File: src/rtl/command_issuer.sv
// Initiator for the 12-bit command/syscall controller interface: queues host
// commands, issues them one at a time and captures the ALU result and flags.
module command_issuer #(
    parameter int DEPTH   = 8,
    parameter int DATA_W  = 32,
    parameter int TIMEOUT = 255
) (
    input  logic                     clk,
    input  logic                     rst_n,
    input  logic [11:0]              host_cmd,
    input  logic                     host_valid,
    output logic                     host_ready,
    output logic [11:0]              command,
    output logic                     syscall,
    input  logic                     ready,
    input  logic [DATA_W-1:0]        y,
    input  logic                     O,
    input  logic                     C,
    input  logic                     Z,
    input  logic                     N,
    output logic                     res_valid,
    output logic [DATA_W-1:0]        res_data,
    output logic [3:0]               res_flags,
    output logic                     res_cas_ok,
    output logic                     timeout_err,
    input  logic                     clear_err,
    output logic [15:0]              issued_count,
    output logic [$clog2(DEPTH):0]   fifo_level
);

    localparam int PW = $clog2(DEPTH);
    localparam int TW = $clog2(TIMEOUT + 1);
    localparam logic [TW-1:0] T_LAST  = TW'(TIMEOUT - 1);
    localparam logic [PW:0]   DEPTH_L = (PW + 1)'(DEPTH);

    typedef enum logic [1:0] {
        S_IDLE,
        S_ISSUE,
        S_WAIT,
        S_CAPTURE
    } state_t;

    state_t          state;
    logic [11:0]     mem [DEPTH];
    logic [PW-1:0]   wr_ptr;
    logic [PW-1:0]   rd_ptr;
    logic [TW-1:0]   timer;
    logic            push;
    logic            pop;

    // Full is judged on the registered level only, so a same-cycle pop never frees a slot.
    assign host_ready = (fifo_level < DEPTH_L);
    assign push       = host_valid && host_ready;
    assign pop        = (state == S_IDLE) && (fifo_level != '0) && ready;

    always_ff @(posedge clk) begin
        if (push) begin
            mem[wr_ptr] <= host_cmd;
        end
    end

    always_ff @(posedge clk or negedge rst_n) begin
        if (!rst_n) begin
            wr_ptr     <= '0;
            rd_ptr     <= '0;
            fifo_level <= '0;
        end else begin
            if (push) begin
                wr_ptr <= wr_ptr + PW'(1);
            end
            if (pop) begin
                rd_ptr <= rd_ptr + PW'(1);
            end
            case ({push, pop})
                2'b10:   fifo_level <= fifo_level + (PW + 1)'(1);
                2'b01:   fifo_level <= fifo_level - (PW + 1)'(1);
                default: fifo_level <= fifo_level;
            endcase
        end
    end

    always_ff @(posedge clk or negedge rst_n) begin
        if (!rst_n) begin
            state        <= S_IDLE;
            command      <= '0;
            syscall      <= 1'b0;
            res_valid    <= 1'b0;
            res_data     <= '0;
            res_flags    <= '0;
            res_cas_ok   <= 1'b0;
            timeout_err  <= 1'b0;
            issued_count <= '0;
            timer        <= '0;
        end else begin
            syscall   <= 1'b0;
            res_valid <= 1'b0;
            if (clear_err) begin
                timeout_err <= 1'b0;
            end
            case (state)
                S_IDLE: begin
                    if (pop) begin
                        command <= mem[rd_ptr];
                        syscall <= 1'b1;
                        state   <= S_ISSUE;
                    end
                end
                S_ISSUE: begin
                    timer <= '0;
                    state <= S_WAIT;
                end
                S_WAIT: begin
                    timer <= timer + TW'(1);
                    // The controller cannot answer in the first wait cycle; a late ready still beats the timeout.
                    if ((timer != '0) && ready) begin
                        res_data     <= y;
                        res_flags    <= {O, C, Z, N};
                        res_cas_ok   <= (command[11:9] == 3'b111) && (y == DATA_W'(1));
                        res_valid    <= 1'b1;
                        issued_count <= issued_count + 16'd1;
                        state        <= S_CAPTURE;
                    end else if (timer == T_LAST) begin
                        timeout_err <= 1'b1;
                        state       <= S_IDLE;
                    end
                end
                S_CAPTURE: begin
                    state <= S_IDLE;
                end
                default: begin
                    state <= S_IDLE;
                end
            endcase
        end
    end

endmodule

File: config.mk
export PLATFORM = sky130hd
export DESIGN_NAME = command_issuer
export DESIGN_NICKNAME = d
export VERILOG_FILES = /design/src/rtl/command_issuer.sv
export SDC_FILE = /design/constraint.sdc
export NUM_CORES = 1
export LEC_CHECK = 0
export BUFFER_PORTS_ARGS = -buffer_cell sky130_fd_sc_hd__buf_2
export CORE_UTILIZATION = 51
export DETAILED_ROUTE_END_ITERATION = 8
export HOLD_SLACK_MARGIN = 0.05
export PLACE_DENSITY = 0.87
export RECOVER_POWER = 25
export SYNTH_ARGS = -nofsm -noshare
export SYNTH_HDL_FRONTEND = slang
export SYNTH_SLANG_ARGS = --single-unit
export TNS_END_PERCENT = 100
File: constraint.sdc
create_clock -name clk -period 2.4 [get_ports clk]
set_clock_uncertainty 0.05 [all_clocks]
set_input_delay 0.6 -clock clk [delete_from_list [all_inputs] [get_ports clk]]
set_output_delay 0.6 -clock clk [all_outputs]
set_load 0.05 [all_outputs]
==> key figures <==
Floorplan
  – Core area: 0.01448 mm²
  – Die Outline Area: 0.01533 mm²
  – Starting density of the core: 52.26%
  – Number of rows in the core area: 44
  – Number of ports placed on the die boundary: 126
  – Die Height: 123.8 µm
  – Die Span X: 123.8 µm

Worst setup path
  – Signal arrival time at the worst endpoint: 2.53 ns
  – CP startpoint kind: flip-flop
  – Required time of the critical path: 2.66 ns
  – Critical path class: reg2reg
  – Kind of capture point of the worst setup path: flip-flop
  – Crit-path max FO: 5

Power
  – IR Drop Worst-Case VDD: 0.0005990 V
  – Internal power contribution: 7.283 mW
  – Share of power burned in combinational logic: 39.9%
  – Post-route total power: 11.92 mW
  – Power per standard cell area: 1307 mW/mm²
  – Net switching power: 4.640 mW
  – Static leakage: 3.808 nW
  – Seq pwr share: 37.3%
  – Proportion of power drawn by the clock network: 22.8%
  – Switching Fraction: 38.92%

Logic synthesis
  – #FFs+latches synth: 184
  – Simple-gate share of the synthesized area: 6.647%
  – Share of async-settable or async-resettable flops after synthesis: 47.83%
  – Xor/xnor cell area share of the yosys netlist: 2.894%
  – Synth Flop Type: sky130_fd_sc_hd__edfxtp_1
  – Mapped Nets: 520
  – EDFF count, synth: 96
  – Number of warnings printed during yosys synthesis: 0
  – Share of synthesized area occupied by flip-flops and latches: 67.20%
  – Distinct cell type count of the synthesized netlist: 49
  – Share of synthesized area spent on multiplexers: 16.02%
  – Count of mapped cells out of synthesis: 455
  – Post-synthesis average cell area: 16.63 µm²
  – Largest family of logic cells by synthesized area: multiplexers
  – Cell area after technology mapping: 0.007567 mm²
  – Adder-cell area share of the yosys netlist: 1.984%
  – Post-synthesis compound-gate area fraction: 3.390%

Clock network
  – TritonCTS buffer count: 17
  – # clock sinks: 184
  – Count of cells resized by post-cts repair: 0
  – Root buffer cell: sky130_fd_sc_hd__clkbuf_16
  – Later-pin clock latency in the skew report: 0.42 ns
  – Max H-tree Level: 4
  – Clock slew seen by the registers of the worst setup and hold paths: 0.07 ns
  – Buffer levels on the longest clock path: 2
  – CTS tree: done

Layout
  – Most frequent cells in the layout: sky130_fd_sc_hd__buf_2 (112), sky130_fd_sc_hd__edfxtp_1 (96), sky130_fd_sc_hd__dfrtp_1 (85), sky130_fd_sc_hd__nand2_1 (32), sky130_fd_sc_hd__mux2_4 (30)
  – Fin nets: 669
  – Layout area overhead: 20.54%
  – Fraction of final layout cells sized beyond drive strength 1: 38.25%
  – Leading cell type in the layout, fill and taps excluded: sky130_fd_sc_hd__buf_2
  – N_diodes: 0
  – Finished Layout Cells: 801
  – Final core occ: 63.00%

Routing
  – WL per Instance: 18.58 µm
  – Routed vias/inst: 5.486
  – Number of iterations in the first detailed-routing pass: 4
  – Drt first-iter violations: 345
  – Post-route DRC violation count: 0
  – Via count: 4394
  – Remaining antenna violation count: 0
  – Total Wirelength: 14880 µm

Placed design
  – Weighted congestion at the end of routability-driven global placement: 0.7624
  – Detailed Place HPWL: 9919 µm
  – Placed Cells incl. Taps: 768
  – Buffers on Ports: 125

Run status
  – Result of the run: finished, final reports clean

Global route
  – Wire length of the first global-routing pass: 22930 µm
  – Initial antenna violation count: 0
  – Gr ovfl total: 0
  – Maximum number of pins on one net before global-route repair: 50
  – Tot GR Track Use: 20.41%
  – Vias in the first global route: 4473

STA
  – # setup viols final: 0
  – Hold Fails Final Rpt: 0
  – Slew Viols, Final: 0
  – Fmax achieved: 441.2 MHz
  – RSZ-0062 raised after global routing: false
  – Transition time at the pin with the least slew margin: 1.090 ns
  – Min Clock Period, post-route: 2.267 ns
  – Relative slew margins: 27.30%
  – Period utilization: 94.45%

Hold path
  – Type of the tightest min-delay check: in2reg

Flow run
  – Maximum capacitance violations: 0
==> metal layers <==
layer	up-vias	wire length, µm	track usage, %
met4	0	318	8.810
met1	2198	5866	24.74
met2	154	7734	34.83
li1	2012	-	-
met3	30	960	4.853
met5	-	0	0
==> power by group through the flow <==
stage	logic (mW)	clock network (mW)	registers, mW
2_1_floorplan	2.01	0	6.07
3_3_place_gp	4.66	0	4.44
3_5_place_dp	4.78	0	4.50
4_1_cts	4.81	2.76	4.45
5_1_grt	5.09	2.89	4.53
6_report	4.76	2.71	4.45
==> worst paths after layout <==
path                                                end  slack (ns)  depth (start not counted)                    startpoint
min reg2reg                issued_count[15]$_DFFE_PN0P_        0.42                          1  issued_count[15]$_DFFE_PN0P_
max in group asynchronous     fifo_level[1]$_DFFE_PN0P_        0.53                          3                         rst_n
min                            res_flags[3]$_DFFE_PN0P_        0.35                          2                             O
max reg2reg                   fifo_level[2]$_DFFE_PN0P_        0.13                         10     fifo_level[0]$_DFFE_PN0P_
max                           fifo_level[2]$_DFFE_PN0P_        0.13                         10     fifo_level[0]$_DFFE_PN0P_
min in group asynchronous          state[1]$_DFFE_PN0P_        0.85                          2                         rst_n
==> synth_stat cells (all sizes together), types with 5 or more instances <==
master	number	share of area, %
nor4	7	0.58
xnor2	15	1.7
mux2i	12	1.6
a21oi	5	0.48
inv	10	0.50
nand4	7	0.58
nand3	10	0.73
mux4	24	7.1
dfrtp	88	29
nand2	32	1.6
o21ai	23	1.5
xor2	10	1.2
nor3	6	0.46
nor2	9	0.45
mux2	39	7.3
edfxtp	96	38
ha	12	2.0
buf	13	1.2
==> per-stage QoR <==
step                      instance area, µm²  setup WS (ns)   TNS, ns  hold WS (ns)
final                                   9121         0.1333         0        0.3547
after CTS                               9140         0.1404         0        0.3348
after global placement                  8547         0.1638         0        0.4088
after floorplan                         7605       -0.02130  -0.02130        0.2544
after detailed placement                8547         0.1507         0        0.4149
after global routing                    9121        0.01218         0        0.3448
==> what timing repair did <==
action / 4_1_cts / 5_1_grt
setup buffers: 0 / 0
hold buffers: 1 / 0
hold endpoints to repair: 17 / 0
==> cells by family after synthesis <==
kind of cell	count (synthesis)
multiplexers	75
adder cells (fa/ha/maj)	12
XOR/XNOR	25
buffers and inverters	26
flip-flops	184
AND/OR/NAND/NOR	93
AO/OA/AOI/OAI	40
==> final cells by class <==
cell class                 count  area (µm²)
tap                          184       230.2
clock inverter                 8       86.33
fill                        1020        5358
clock buffer                  24       496.7
inverter                      10       37.54
timing repair buffer         146       807.0
sequential                   184        5089
multi-input combinational    245        2375
==> sequential cells by signal, summed over array words and instances (netlist names) <==
| register | count |
|---|---|
| mem | 96 |
| res_data | 32 |
| issued_count | 16 |
| command | 12 |
| timer | 8 |
| fifo_level | 4 |
| res_flags | 4 |
| rd_ptr | 3 |
| wr_ptr | 3 |
| state | 2 |
| res_cas_ok | 1 |
| res_valid | 1 |
| syscall | 1 |
| timeout_err | 1 |
==> critical path, stage by stage, from the launching register on <==
cell and delay [ns]:
sky130_fd_sc_hd__dfrtp_2 0.40, sky130_fd_sc_hd__or4_4 0.55, sky130_fd_sc_hd__nand3_4 0.08, sky130_fd_sc_hd__inv_2 0.06
sky130_fd_sc_hd__ha_4 0.18, sky130_fd_sc_hd__xor2_1 0.15, sky130_fd_sc_hd__ha_1 0.17, sky130_fd_sc_hd__a21oi_1 0.15
sky130_fd_sc_hd__xor2_1 0.16, sky130_fd_sc_hd__nor2_1 0.06, sky130_fd_sc_hd__xor2_1 0.14
No activity file was read; power rests on OpenSTA's default activity.
